$ cat src/rtl/sram_ctrl_pkg.sv
// Shared types and SRAM pin encodings for the OpenRAM request sequencer.
package sram_ctrl_pkg;

    localparam int unsigned SRAM_DATA_WIDTH = 17;
    localparam int unsigned SRAM_ADDR_WIDTH = 10;

    typedef enum logic {
        ST_INIT = 1'b0,
        ST_IDLE = 1'b1
    } state_e;

    // OpenRAM pins are active-low
    localparam logic CS_ACTIVE = 1'b0;
    localparam logic CS_IDLE   = 1'b1;
    localparam logic WE_WRITE  = 1'b0;
    localparam logic WE_READ   = 1'b1;

endpackage

$ cat src/rtl/sram_rsp_fifo.sv
// Response FIFO holding SRAM read data until the consumer takes it; head is shown directly.
module sram_rsp_fifo #(
    parameter int unsigned DATA_WIDTH = 17,
    parameter int unsigned RSP_DEPTH  = 4,
    localparam int unsigned PTR_W     = $clog2(RSP_DEPTH),
    localparam int unsigned CNT_W     = PTR_W + 1
) (
    input  logic                  clk_i,
    input  logic                  rst_i,
    input  logic                  push_i,
    input  logic                  pop_i,
    input  logic [DATA_WIDTH-1:0] wdata_i,
    output logic [DATA_WIDTH-1:0] rdata_o,
    output logic [CNT_W-1:0]      count_o,
    output logic                  full_o,
    output logic                  empty_o
);

    logic [DATA_WIDTH-1:0] mem_q [RSP_DEPTH];
    logic [PTR_W-1:0]      wr_ptr_q;
    logic [PTR_W-1:0]      rd_ptr_q;
    logic [CNT_W-1:0]      count_q;

    // Storage is reset so the head reads zero while empty
    always_ff @(posedge clk_i or posedge rst_i) begin
        if (rst_i) begin
            for (int unsigned i = 0; i < RSP_DEPTH; i++) begin
                mem_q[i] <= '0;
            end
            wr_ptr_q <= '0;
            rd_ptr_q <= '0;
            count_q  <= '0;
        end else begin
            if (push_i) begin
                mem_q[wr_ptr_q] <= wdata_i;
                wr_ptr_q        <= wr_ptr_q + PTR_W'(1);
            end
            if (pop_i) begin
                rd_ptr_q <= rd_ptr_q + PTR_W'(1);
            end
            count_q <= count_q + CNT_W'(push_i) - CNT_W'(pop_i);
        end
    end

    assign rdata_o = mem_q[rd_ptr_q];
    assign count_o = count_q;
    assign full_o  = (count_q == CNT_W'(RSP_DEPTH));
    assign empty_o = (count_q == '0);

    assert property (@(posedge clk_i) disable iff (rst_i) !(pop_i && empty_o));

endmodule

$ cat src/rtl/sram_req_ctrl.sv
// Request sequencer for the single-port OpenRAM macro: zero-fill sweep, pin
// registers, read-return pipe and credit-gated response FIFO.
module sram_req_ctrl
    import sram_ctrl_pkg::*;
#(
    parameter int unsigned DATA_WIDTH = SRAM_DATA_WIDTH,
    parameter int unsigned ADDR_WIDTH = SRAM_ADDR_WIDTH,
    parameter int unsigned RAM_DEPTH  = 1 << ADDR_WIDTH,
    parameter int unsigned RSP_DEPTH  = 4
) (
    input  logic                  clock,
    input  logic                  reset,
    input  logic                  req_valid,
    output logic                  req_ready,
    input  logic                  req_write,
    input  logic [ADDR_WIDTH-1:0] req_addr,
    input  logic [DATA_WIDTH-1:0] req_wdata,
    output logic                  rsp_valid,
    input  logic                  rsp_ready,
    output logic [DATA_WIDTH-1:0] rsp_rdata,
    input  logic                  init_start,
    output logic                  init_done,
    output logic                  csb0,
    output logic                  web0,
    output logic [ADDR_WIDTH-1:0] addr0,
    output logic [DATA_WIDTH-1:0] din0,
    input  logic [DATA_WIDTH-1:0] dout0
);

    localparam int unsigned CNT_W = $clog2(RSP_DEPTH) + 1;
    localparam int unsigned CRD_W = CNT_W + 1;
    localparam logic [ADDR_WIDTH-1:0] LAST_ADDR = ADDR_WIDTH'(RAM_DEPTH - 1);

    state_e                state_q, state_d;
    logic [ADDR_WIDTH-1:0] sweep_q, sweep_d;
    logic                  csb0_q, csb0_d;
    logic                  web0_q, web0_d;
    logic [ADDR_WIDTH-1:0] addr0_q, addr0_d;
    logic [DATA_WIDTH-1:0] din0_q, din0_d;
    logic                  req_ready_q, req_ready_d;
    logic                  init_done_q, init_done_d;
    logic                  rd_p1_q, rd_p1_d;
    logic                  rd_p2_q, rd_p2_d;

    logic                  accept;
    logic                  fifo_push;
    logic                  fifo_pop;
    logic                  fifo_full;
    logic                  fifo_empty;
    logic [CNT_W-1:0]      fifo_count;
    logic [CNT_W-1:0]      fifo_count_nxt;
    logic [CRD_W-1:0]      credit_used;

    assign accept    = (state_q == ST_IDLE) && req_valid && req_ready_q;
    assign fifo_push = rd_p2_q;
    assign fifo_pop  = rsp_ready && !fifo_empty;

    always_comb begin
        state_d        = state_q;
        sweep_d        = sweep_q;
        csb0_d         = CS_IDLE;
        web0_d         = WE_READ;
        addr0_d        = addr0_q;
        din0_d         = din0_q;
        rd_p1_d        = 1'b0;
        rd_p2_d        = rd_p1_q;
        fifo_count_nxt = '0;
        credit_used    = '0;
        req_ready_d    = 1'b0;
        init_done_d    = 1'b0;

        unique case (state_q)
            ST_INIT: begin
                csb0_d  = CS_ACTIVE;
                web0_d  = WE_WRITE;
                addr0_d = sweep_q;
                din0_d  = '0;
                sweep_d = sweep_q + ADDR_WIDTH'(1);
                if (sweep_q == LAST_ADDR) begin
                    state_d = ST_IDLE;
                    sweep_d = '0;
                end
            end
            ST_IDLE: begin
                if (accept) begin
                    csb0_d  = CS_ACTIVE;
                    addr0_d = req_addr;
                    if (req_write) begin
                        web0_d = WE_WRITE;
                        din0_d = req_wdata;
                    end else begin
                        web0_d  = WE_READ;
                        rd_p1_d = 1'b1;
                    end
                end
                // The op accepted this cycle still issues before the sweep starts
                if (init_start) begin
                    state_d = ST_INIT;
                end
            end
            default: state_d = ST_INIT;
        endcase

        // Reads in the pipe plus stored responses may never exceed the FIFO size
        fifo_count_nxt = fifo_count + CNT_W'(fifo_push) - CNT_W'(fifo_pop);
        credit_used    = CRD_W'(rd_p1_d) + CRD_W'(rd_p2_d) + CRD_W'(fifo_count_nxt);
        req_ready_d    = (state_d == ST_IDLE) && (credit_used < CRD_W'(RSP_DEPTH));
        init_done_d    = (state_d == ST_IDLE);
    end

    always_ff @(posedge clock or posedge reset) begin
        if (reset) begin
            state_q     <= ST_INIT;
            sweep_q     <= '0;
            csb0_q      <= CS_IDLE;
            web0_q      <= WE_READ;
            addr0_q     <= '0;
            din0_q      <= '0;
            req_ready_q <= 1'b0;
            init_done_q <= 1'b0;
            rd_p1_q     <= 1'b0;
            rd_p2_q     <= 1'b0;
        end else begin
            state_q     <= state_d;
            sweep_q     <= sweep_d;
            csb0_q      <= csb0_d;
            web0_q      <= web0_d;
            addr0_q     <= addr0_d;
            din0_q      <= din0_d;
            req_ready_q <= req_ready_d;
            init_done_q <= init_done_d;
            rd_p1_q     <= rd_p1_d;
            rd_p2_q     <= rd_p2_d;
        end
    end

    sram_rsp_fifo #(
        .DATA_WIDTH (DATA_WIDTH),
        .RSP_DEPTH  (RSP_DEPTH)
    ) u_rsp_fifo (
        .clk_i   (clock),
        .rst_i   (reset),
        .push_i  (fifo_push),
        .pop_i   (fifo_pop),
        .wdata_i (dout0),
        .rdata_o (rsp_rdata),
        .count_o (fifo_count),
        .full_o  (fifo_full),
        .empty_o (fifo_empty)
    );

    assign csb0      = csb0_q;
    assign web0      = web0_q;
    assign addr0     = addr0_q;
    assign din0      = din0_q;
    assign req_ready = req_ready_q;
    assign init_done = init_done_q;
    assign rsp_valid = !fifo_empty;

    assert property (@(posedge clock) disable iff (reset) !(fifo_push && fifo_full && !fifo_pop));

endmodule

$ cat config.mk
export PLATFORM = sky130hd
export DESIGN_NAME = sram_req_ctrl
export DESIGN_NICKNAME = d
export VERILOG_FILES = /design/src/rtl/sram_ctrl_pkg.sv /design/src/rtl/sram_rsp_fifo.sv /design/src/rtl/sram_req_ctrl.sv
export SDC_FILE = /design/constraint.sdc
export NUM_CORES = 1
export LEC_CHECK = 0
export CAP_MARGIN = 40
export CORE_ASPECT_RATIO = 1.1
export CORE_UTILIZATION = 52
export DETAILED_ROUTE_END_ITERATION = 6
export PLACE_DENSITY = 0.9
export REMOVE_ABC_BUFFERS = 1
export SKIP_LAST_GASP = 1
export SLEW_MARGIN = 20
export SYNTH_ARGS = -nofsm -noshare
export SYNTH_HDL_FRONTEND = slang
export SYNTH_SLANG_ARGS = --single-unit
$ cat constraint.sdc
create_clock -name clock -period 5.55 [get_ports clock]
set_clock_uncertainty 0.2 [all_clocks]
set_input_delay 1.11 -clock clock [delete_from_list [all_inputs] [get_ports clock]]
set_output_delay 1.11 -clock clock [all_outputs]
set_load 0.01 [all_outputs]
# [Word-level counts from Yosys, hierarchy flattened]
# Cells that the tools add are included.
[classes] n_addsub=7 order_cmp=4 eq_ne=3 n_mux=22 n_bitwise=3 reduce_logical=8
[op_table] cell="$mux 17" n=5
[op_table] cell="$bwmux 68" n=1
[op_table] cell="$bmux 17 s2" n=1
[op_table] cell="$demux 17 s2" n=1
[op_table] cell="$pmux 17 s2" n=1
[op_table] cell="$mux 10" n=2
[op_table] cell="$pmux 10 s2" n=1
[op_table] cell="$add 10x1->10 const B" n=1
[op_table] cell="$eq 10x10->1 const B" n=1
[op_table] cell="$mux 1" n=7
[op_table] cell="$ge 3x3->1 const B" n=2
[op_table] cell="$not 2->3" n=2
[op_table] cell="$pmux 1 s2" n=3
[op_table] cell="$logic_and 1x1->1" n=5
[op_table] cell="$add 2x1->2 const B" n=2
[op_table] cell="$add 2x3->4" n=1
[op_table] cell="$lt 4x3->1 const B" n=1
[op_table] cell="$add 3x1->3" n=1
[op_table] cell="$logic_not 3->1" n=1
[op_table] cell="$lt 3x1->1 const B" n=1
[op_table] cell="$sub 3x1->3" n=1
[op_table] cell="$add 1x1->2" n=1
[op_table] cell="$ne 2x1->1 const B" n=1
[op_table] cell="$ne 2x2->1 const B" n=1
[op_table] cell="3 further kinds" n=3
[word_totals] register_bits=118 out_inout_bits=49 word_cells=63

# [Depth between registers and ports, before layout]
[depth] ltp_word=8 ltp_mapped=8

# [By module]
# From an unflattened synthesis, not the netlist that was laid out.
[unflattened] hier_cells=377 hier_area_um2=5520.3
[by_module_without_submodules] module="sram_rsp_fifo" n_inst=1 cells_each=197 area_each_um2=3538.4 seq_area_each_um2=1876.8
[by_module_without_submodules] module="sram_req_ctrl" n_inst=1 cells_each=180 area_each_um2=1981.9 seq_area_each_um2=1078.5

# [Worst setup path before layout]
# OpenSTA, ideal clock, no wires.
[synth_timing] kind="input-to-reg" startpoint="input rsp_ready" endpoint="register req_ready_q (netlist: req_ready)" arrival_time_ns=2.367 setup_slack_ns=2.857 cell_stages=8 path_buffers=0 path_cell_list="o31a_1 -> ha_1 -> inv_1 -> ha_1 -> inv_1 -> fa_1 -> xnor2_1 -> nor3b_2"
[synth_via] elab_chain_cells=5
[synth_rtl] item="from (decl)" line="sram_req_ctrl.sv:19" source="input logic rsp_ready,"
[synth_rtl] item="$logic_and 1x1->1" line="sram_req_ctrl.sv:56" source="assign fifo_pop = rsp_ready && !fifo_empty;"
[synth_rtl] item="$sub 3x1->3" line="sram_req_ctrl.sv:105" source="fifo_count_nxt = fifo_count + CNT_W'(fifo_push) - CNT_W'(fifo_pop);"
[synth_rtl] item="via fifo_count_nxt[2]" line="sram_req_ctrl.sv:51" source="logic [CNT_W-1:0] fifo_count_nxt;"
[synth_rtl] item="$add 2x3->4" line="sram_req_ctrl.sv:106" source="credit_used = CRD_W'(rd_p1_d) + CRD_W'(rd_p2_d) + CRD_W'(fifo_count_nxt);"
[synth_rtl] item="$lt 4x3->1" line="sram_req_ctrl.sv:107" source="req_ready_d = (state_d == ST_IDLE) && (credit_used < CRD_W'(RSP_DEPTH));"
[synth_rtl] item="$logic_and 1x1->1" line="sram_req_ctrl.sv:107"
[synth_rtl] item="via req_ready_d" line="sram_req_ctrl.sv:40" source="logic req_ready_q, req_ready_d;"
[synth_rtl] item="to (signal assigned)" line="sram_req_ctrl.sv:130" source="req_ready_q <= req_ready_d;"
[synth_rtl] item="to (decl)" line="sram_req_ctrl.sv:40"
# The timed path passes the listed nets, and every way through them passes these cells.
# A chain may end at the register's enable or synchronous reset.

# [Final worst setup path]
[layout_timing] startpoint="register u_rsp_fifo.rd_ptr_q[0]" endpoint="output rsp_rdata[11]"
[layout_via] elab_chain_cells=4
[layout_rtl] item="from (decl)" line="sram_rsp_fifo.sv:21" source="logic [PTR_W-1:0] rd_ptr_q;"
[layout_rtl] item="from (signal assigned)" line="sram_rsp_fifo.sv:39" source="rd_ptr_q <= rd_ptr_q + PTR_W'(1);"
[layout_rtl] item="$not 2->3 (implied by the code)" line="sram_rsp_fifo.sv:45" source="assign rdata_o = mem_q[rd_ptr_q];"
[layout_rtl] item="$bmux 17 s2" line="sram_rsp_fifo.sv:45"
[layout_rtl] item="$mux 17 (implied by the code) (2 in a row)" line="sram_rsp_fifo.sv:45"
[layout_rtl] item="to (decl)" line="sram_req_ctrl.sv:20" source="output logic [DATA_WIDTH-1:0] rsp_rdata,"
# Every way passes these cells. The select of a mux whose other input is x is not followed.

==> run metrics <==
Worst Max-Slew Pin Slew=656 ps; Fin. Hold Viols=0; sequential-to-total area share from yosys stat=57.1%; first-pass GRT wire length=18900 µm; CP max stage delay=700 ps; Reg2Reg Depth=8; outcome=finished clean; Layout area overhead=32.7%; period utilization=67.9%; post-route setup TNS=0 ps; grt total ovfl=0; CTS buffer count=17; hold_buf cts=0; Mapped Avg Cell Area=13.9 µm²; Post-CTS Setup Bufs=0; Root Buffer=clkbuf_8; post-cts resize count=0; initial antenna violation count=0; Crit path required time=4240 ps; total iterations of the first detailed-routing run=5; vias in the first global route=3807; power density cells=411 nW/µm²; ANT cells=0; hold slack=191 ps; Setup crit end kind=output port; Arr. time, crit path=2460 ps; area of the mapped netlist=5170 µm²; die height=107 µm; area post-placement=6240 µm²; drt drc=0; CP max FO=12; Ports=99; Fmax=0.265 GHz; DP HPWL=7260 µm; CTS tree=done; clock slew at reported path FFs=60 ps; hold path depth=0; Final Max Slew Viols=0; Synth warnings=0; initial drt markers=160; Clock Tree Buf Depth=2; Async SR Flop Fraction=100%; #FFs+latches synth=118; initial core utilization=54.5%; Site Rows=37; fin crit period=3770 ps; ys flop type=dfrtp_1; Die ar.=10400 µm²; Setup CP Type=reg2out; HP Class=reg2reg; via density per instance=5.66; Routability Congestion=0.795; maximum VDD drop=0.267 mV; I/O Buffers=98; Final Power=2.82 mW; Placeable Area=9490 µm²; TritonCTS Sinks=118; post-layout instance area=6860 µm²; Routed Antenna Nets=0; pin count of the biggest net entering global routing=71; Netlist cell types=43; total global-route track usage=23.7%; EDFF count, synth=0; Die X=97.1 µm; layout cell share with drive strength beyond 1=27.6%; Avg WL per Cell=18.3 µm; Startpoint Class=register; max_slew headroom=56.2%; Post-Route WL=11100 µm; cell chain of the critical path=buf_16 > mux4_2 > clkdlybuf4s50_1; H-tree depth=4; via count=3435; Final #Nets=536; RSZ-0062 raised after global routing=no; Post-Synthesis Cells=372; Slowest-stage cell, CP=dfrtp_1; worst skew pair latency=510 ps; max-cap check violation count=0; Setup-failing EPs final=0; Leak=2.85 nW
flip-flops by register name, indices dropped and copies added (netlist names):
register,flops
addr0,10
csb0,1
din0,17
fifo_push,1
init_done,1
rd_p1_q,1
req_ready,1
sweep_q,10
u_rsp_fifo.count_o,3
u_rsp_fifo.mem_q,68
u_rsp_fifo.rd_ptr_q,2
u_rsp_fifo.wr_ptr_q,2
web0,1
worst paths after layout:
check	startpoint	to	slack, ps
setup / recovery	u_rsp_fifo.rd_ptr_q[0]	rsp_rdata[11]	1780
hold / removal	rd_p1_q	fifo_push	190
setup reg to reg	u_rsp_fifo.count_o[0]	req_ready	3240
hold reg to reg	rd_p1_q	fifo_push	190
max in group asynchronous	reset	sweep_q[0]	3800
min in group asynchronous	reset	u_rsp_fifo.mem_q[52]	800
routing by layer:
layer  wire length, µm  global-route usage, %  part of all wire [%]
met2              5800                   40.7                    52
met3               668                   7.50                   6.0
met1              4510                   28.4                    41
met5                 0                      0                     0
met4               146                   7.78                   1.3
Yosys cell counts (2+ instances only):
cell type / instances / area share, %
dfrtp_1: 116 / 56
mux2_2: 65 / 14
nand2_1: 45 / 3.3
a21oi_1: 21 / 2.0
mux4_2: 17 / 7.4
buf_2: 9 / 0.87
ha_1: 8 / 1.9
inv_1: 8 / 0.58
a221o_1: 7 / 1.4
buf_4: 6 / 0.87
nor2_1: 6 / 0.44
xor2_1: 6 / 1.0
and2_1: 4 / 0.48
nand2_2: 4 / 0.48
o21ai_0: 4 / 0.39
xnor2_1: 4 / 0.68
and2_0: 3 / 0.36
mux2_1: 3 / 0.65
nand3_1: 3 / 0.29
nand4_2: 3 / 0.73
nor2b_1: 3 / 0.36
or3_1: 3 / 0.36
dfstp_2: 2 / 1.0
nor3_1: 2 / 0.19
o31ai_1: 2 / 0.29
worst max-delay path: cells and delay by family (launching register included):
kind / cells / cell delay (ps)
buffers and inverters: 2 / 720
DFF: 1 / 700
muxes: 1 / 530
report_power, final:
group	internal, mW	leakage [nW]	switching [mW]
Combinational	0.429	1.15	0.270
Clock	0.654	0.263	0.401
Sequential	0.953	1.45	0.115
Total	2.04	2.85	0.787
final cells by class:
type                    instances  area [µm²]
clock buffers                  19         432
clock inverters                13         149
fillers                       619        2630
inverters                       9        36.3
multi-input cells             228        2080
flip-flops and latches        118        2960
well taps                     117         146
repair buffers                103        1070
layout by cell type, fill, tap and decap left out, drive strengths merged, types with 2 or more instances in the layout:
| cell | instances |
|---|---|
| or3 | 3 |
| nor2 | 7 |
| clkdlybuf4s50 | 98 |
| mux4 | 17 |
| clkinv | 3 |
| and2 | 7 |
| nand3 | 3 |
| o21ai | 4 |
| clkbuf | 19 |
| a21oi | 21 |
| dfrtp | 116 |
| o31ai | 2 |
| inv | 11 |
| xnor2 | 4 |
| nand4 | 4 |
| xor2 | 6 |
| mux2 | 68 |
| nor3 | 2 |
| nand2 | 49 |
| buf | 5 |
| a221o | 8 |
| nor2b | 3 |
| clkinvlp | 6 |
| ha | 8 |
| dfstp | 2 |
| bufinv | 2 |
cells by family after synthesis:
logic type | count (synthesis) | share of synthesized area (%)
compound gates | 39 | 5.08
xor+xnor | 10 | 1.69
fa+ha+maj | 9 | 2.32
buf+inv | 26 | 2.71
flops | 118 | 57.1
mux | 86 | 22.4
simple gates | 84 | 8.66
per-stage QoR:
| stage | instances | worst slack, ps | util [%] |
|---|---|---|---|
| global route | 607 | 1680 | 72.3 |
| floorplan | 355 | 1110 | - |
| global placement | 572 | 2030 | 65.4 |
| CTS | 605 | 1730 | 71.9 |
| finish | 607 | 1780 | 72.3 |
| detailed placement | 573 | 2260 | 65.7 |
No activity file was read; power rests on OpenSTA's default activity.
==> edit 1: new RTL, same flow settings <==
`RSP_DEPTH` is set to 4 in 2 places; all go to 8.
--- a/src/rtl/sram_rsp_fifo.sv
+++ b/src/rtl/sram_rsp_fifo.sv
@@ -2,5 +2,5 @@
 module sram_rsp_fifo #(
     parameter int unsigned DATA_WIDTH = 17,
-    parameter int unsigned RSP_DEPTH  = 4,
+    parameter int unsigned RSP_DEPTH  = 8,
     localparam int unsigned PTR_W     = $clog2(RSP_DEPTH),
     localparam int unsigned CNT_W     = PTR_W + 1
--- a/src/rtl/sram_req_ctrl.sv
+++ b/src/rtl/sram_req_ctrl.sv
@@ -7,5 +7,5 @@
     parameter int unsigned ADDR_WIDTH = SRAM_ADDR_WIDTH,
     parameter int unsigned RAM_DEPTH  = 1 << ADDR_WIDTH,
-    parameter int unsigned RSP_DEPTH  = 4
+    parameter int unsigned RSP_DEPTH  = 8
 ) (
     input  logic                  clock,
Behaviour: no difference found for any inputs over 10 cycles, from zero or initial values and one cycle with reset high; that may be too few to reach the edited logic, so the function may still have changed.
==> edit 1 against the unedited design <==
- wire length increased by 56%
- die area increased by 64%
- sequential cell count increased by 71
- utilization decreased by 7.3 points
- area after synthesis increased by 66%
- global-route usage decreased by 1.4 points
- critical path type unchanged
- combinational power increased by 25%
- worst setup slack got worse by 0.40 ns
- power increased by 27%
- largest power group unchanged
- highest routed layer unchanged
- sequential power increased by 40%
- design area increased by 51%
- via count increased by 48%
==> edit 1: results (changes against the unedited design) <==
Power
  • NetSw: 0.9708 mW (+23%)
  • Max IR drop VDD: 0.2128 mV (-20%)
  • Leak pwr: 4.770 nW (+67%)

Synthesis
  • Top cells by count, synth: dfrtp_1, mux2_2, nand2_1
  • Xor/xnor share of the synthesized area: 0.01328 (-0.003652)
  • Cell variety after synth: 42 (-2.3%)

Drt
  • Via count: 5097 (+48%)
  • Routed WL per cell: 19.55 um (+6.6%)
  • Drt first pass iters: 4 (-1)
  • Starting DRT DRC Count: 176 (+10%)

Critical path
  • Arr. time, crit path: 2.86 ns (+0.40 ns)
  • R2R cell count: 11 (+3)
  • Flop2flop setup slack: 2.70 ns (-0.54 ns)
  • Worst R2R Start: u_rsp_fifo.count_o[2]

Run status
  • Status: finished clean

Place
  • Placed Cells: 855 (+49%)
  • Setup WS pre-CTS: 1.821 ns (-0.4408 ns)
  • GP Congestion: 0.7500 (-5.7%)

Cells and area
  • Share of cells above drive strength 1: 0.3561 (+0.08059)
  • Max reg flops: 136 (+100%)
  • # fillers: 1066 (+72%)

GRT
  • First-pass GRT wire length: 29210 um (+54%)
  • Gr usage total: 0.2229 (-0.01394)
  • M3 GR Usage: 0.05747 (-0.01750)
  • Pin count of the biggest net entering global routing: 88 (+24%)
  • Number of global-route vias before repair: 5662 (+49%)

CTS
  • Clock Latency Late Sink: 0.43 ns (-0.08 ns)
[edit 1: cell count changes after synthesis, moves of 10 or more]
cell / unedited run / this run
mux4_2: 17 / 34
nor2_1: 6 / 16
mux2_2: 65 / 145
nand3_1: 3 / 20
mux2i_1: 1 / 11
mux2_4: 0 / 10
dfrtp_1: 116 / 187
[edit 1: logic make-up after synthesis]
family | Yosys count
mux | 200
flops | 189
simple gates | 101
buf+inv | 44
compound gates | 21
xor+xnor | 13
fa+ha+maj | 10
[edit 1: metal layers]
layer / share of wire / routed length [um]
met1: 0.41 / 7192
met2: 0.53 / 9129
met3: 0.048 / 830
met4: 0.012 / 209
met5: 0 / 0
[edit 1: worst max-delay path by stage]
| stage | end | slack (ns) | depth (start not counted) |
|---|---|---|---|
| 3_3_place_gp | rsp_rdata[10] | 1.84 | 4 |
| 4_1_cts | rsp_rdata[10] | 1.32 | 4 |
| 2_1_floorplan | addr0[0] | -0.90 | 1 |
| 5_1_grt | rsp_rdata[10] | 1.23 | 4 |
| 3_5_place_dp | rsp_rdata[10] | 1.82 | 4 |
| 6_report | rsp_rdata[10] | 1.38 | 4 |
[edit 1: through the flow]
step | util | TNS, ns | instance area (um^2)
2_1_floorplan | - | -168.08 | 8364
3_3_place_gp | 0.6064 | 0 | 9652
5_1_grt | 0.6499 | 0 | 10340
3_5_place_dp | 0.6115 | 0 | 9732
6_report | 0.6499 | 0 | 10340
4_1_cts | 0.6490 | 0 | 10330
[edit 1: power by group through the flow]
| stage | Combinational, mW | Sequential (mW) | Clock [mW] |
|---|---|---|---|
| floorplan | 0.484 | 1.58 | 0 |
| global placement | 0.821 | 1.54 | 0 |
| detailed placement | 0.870 | 1.53 | 0 |
| CTS | 0.888 | 1.50 | 1.25 |
| global route | 0.943 | 1.51 | 1.30 |
| finish | 0.872 | 1.50 | 1.22 |
[edit 1: worst max-delay path: stages, from the launching register on]
cell and delay [ns]:
dfrtp_2 0.56, buf_4 0.50, mux4_2 0.57, mux2_2 0.27, clkdlybuf4s50_1 0.52
[edit 1: final cells by class]
| type | instances | area, um^2 | share of cell area |
|---|---|---|---|
| clock inverter | 13 | 153.9 | 0.01488 |
| sequential | 189 | 4733 | 0.4576 |
| inverter | 13 | 53.80 | 0.005201 |
| timing repair buffer | 109 | 1126 | 0.1089 |
| clock buffer | 19 | 442.9 | 0.04282 |
| multi-input combinational | 345 | 3583 | 0.3464 |
| tap | 200 | 250.2 | 0.02419 |
==> edit 2: new RTL, config.mk and constraints unchanged <==
Without the edit above. Reset style: synchronous (`reset` and `rst_i`), changed in 2 clocked blocks.
--- a/src/rtl/sram_rsp_fifo.sv
+++ b/src/rtl/sram_rsp_fifo.sv
@@ -23,5 +23,5 @@
 
     // Storage is reset so the head reads zero while empty
-    always_ff @(posedge clk_i or posedge rst_i) begin
+    always_ff @(posedge clk_i) begin
         if (rst_i) begin
             for (int unsigned i = 0; i < RSP_DEPTH; i++) begin
--- a/src/rtl/sram_req_ctrl.sv
+++ b/src/rtl/sram_req_ctrl.sv
@@ -109,5 +109,5 @@
     end
 
-    always_ff @(posedge clock or posedge reset) begin
+    always_ff @(posedge clock) begin
         if (reset) begin
             state_q     <= ST_INIT;
Function: differs if reset is asserted again (counterexample within 4 cycles, from zero or initial values and one cycle with reset high); with reset held inactive, the same outputs for 10 cycles.
==> edit 2 against the unedited design <==
- area after synthesis shrank 3.4%
- global-route usage shrank 1.1 points
- utilization shrank 0.95 points
- via count grew 3.0%
- design area shrank 2.8%
- highest routed layer unchanged
- largest power group is now the clock network
- wire length shrank 4.6%
- power shrank 12%
- combinational power shrank 39%
- worst setup slack gained 0.0053 ns
- sequential cell count grew 2
==> edit 2: results (changes against the unedited design) <==
Drt
  • DR vias/cell: 5.378 (-5.0%)
  • Starting DRT DRC Count: 207 (+29%)
  • Drt first pass iters: 4 (-1)
  • WL final: 10620 um (-4.6%)

CTS
  • Clock Tree Buf Depth: 2 (unchanged)
  • TritonCTS Sinks: 120 (+1.7%)
  • CTS root buffer: clkbuf_8
  • CTS Buf Count: 17 (unchanged)

Critical path
  • Max incr delay on CP: 0.55 ns (-0.15 ns)
  • Worst-path fanout max: 9 (-3)
  • Arr. time, crit path: 2.45 ns
  • CP max-delay cell: dfxtp_1

Cells and area
  • Clock Buffer Count: 18 (-1)
  • Area of the multi-input gates: 0.001717 mm^2 (-17%)
  • Diode count: 0 (unchanged)
  • Buffers, non-clock: 107 (+3.9%)
  • Share of cells above drive strength 1: 0.1238 (-0.1517)
  • Clock-cell share: 0.08476 (+0.0001456)
  • Sequential cell area: 0.003083 mm^2 (+4.3%)
  • # fillers: 627 (+1.3%)
  • Non-clock buffer share: 0.1611 (+0.005712)
  • Final std cells w/o fill: 658 (+8.4%)
  • Multi-input logic portion of the cell area: 0.2573 (-0.04543)
  • Largest register by flop count: u_rsp_fifo.mem_q
  • Count of multi-input gates: 259 (+14%)
  • Nets: 583 (+8.8%)
  • Inverter count: 23 (+14)

GRT
  • First-pass GRT wire length: 17040 um (-10%)
  • Gr usage total: 0.2262 (-0.01066)
  • Pin count of the biggest net entering global routing: 37 (-48%)
  • Number of global-route vias before repair: 3616 (-5.0%)

Place
  • GP Congestion: 0.7792 (-2.0%)
  • Placed cell areas: 0.006066 mm^2 (-2.8%)
  • Setup WS pre-CTS: 1.968 ns (-0.2937 ns)
  • DP HPWL: 6973 um (-4.0%)
  • Placed Cells: 623 (+8.7%)

Synthesis
  • Cell variety after synth: 46 (+7.0%)
  • Top cells by count, synth: edfxtp_1, nand2_1, nor2_1
  • Post-Synth Adder-Cell Area: 0.01403 (-0.009194)
  • Ys flop type: edfxtp_1
  • Mux contribution to synthesized area: 0.07665 (-0.1473)
  • Largest cells by area after synthesis: edfxtp_1, dfxtp_1, mux4_2, nand2_1, nor2_1
  • Post-synth ARST share: 0 (-1.000)
  • Post-synthesis compound-gate area fraction: 0.06187 (+0.01108)
  • Synth Instances: 426 (+15%)
  • Xor/xnor share of the synthesized area: 0.01578 (-0.001151)
  • Sequential share of the synthesized area: 0.6172 (+0.04588)
  • EDFF count, synth: 68 (+68)
  • Mapped Area: 0.004995 mm^2 (-3.4%)

STA
  • Worst slew pin tran: 0.8238 ns (+0.1674 ns)

Run status
  • Status: finished clean

Power
  • Switching share of power: 0.2433 (-0.03543)
  • Clock network power: 1.04 mW
  • Clock power frac: 0.417 (+0.043)
  • Comb. pwr: 0.429 mW (-39%)
  • Leak pwr: 2.477 nW (-13%)
  • Max IR drop VDD: 0.2575 mV (-3.7%)
## edit 2: final timing paths
kind	startpoint	slack [ns]	cells past startpoint	endpoint
worst min register to register	din0[0]	0.25	2	din0[0]
worst max-delay path	flip-flop	1.79	4	rsp_rdata[16]
worst max register to register	fifo_push	3.17	3	u_rsp_fifo.mem_q[0][3]
worst min-delay path	din0[0]	0.25	2	din0[0]
## edit 2: layer usage
| metal | share of wire | global-route usage | wire, um | vias to the layer above |
|---|---|---|---|---|
| met5 | 0 | 0 | 0 | - |
| met4 | 0.0095 | 0.06930 | 101 | 0 |
| met3 | 0.072 | 0.06769 | 763 | 7 |
| met2 | 0.51 | 0.3765 | 5416 | 143 |
| met1 | 0.41 | 0.2807 | 4334 | 1695 |
| li1 | - | - | - | 1694 |
## edit 2: cells by family (layout without fill, tap and decap cells)
family	count (synthesis)	count (layout)
and+or+nand+nor	180	180
DFF	120	120
AOI/OAI and AO/OA	48	48
buffers and inverters	47	162
muxes	17	17
xor gates and xnor gates	9	9
adders and majority gates	5	5
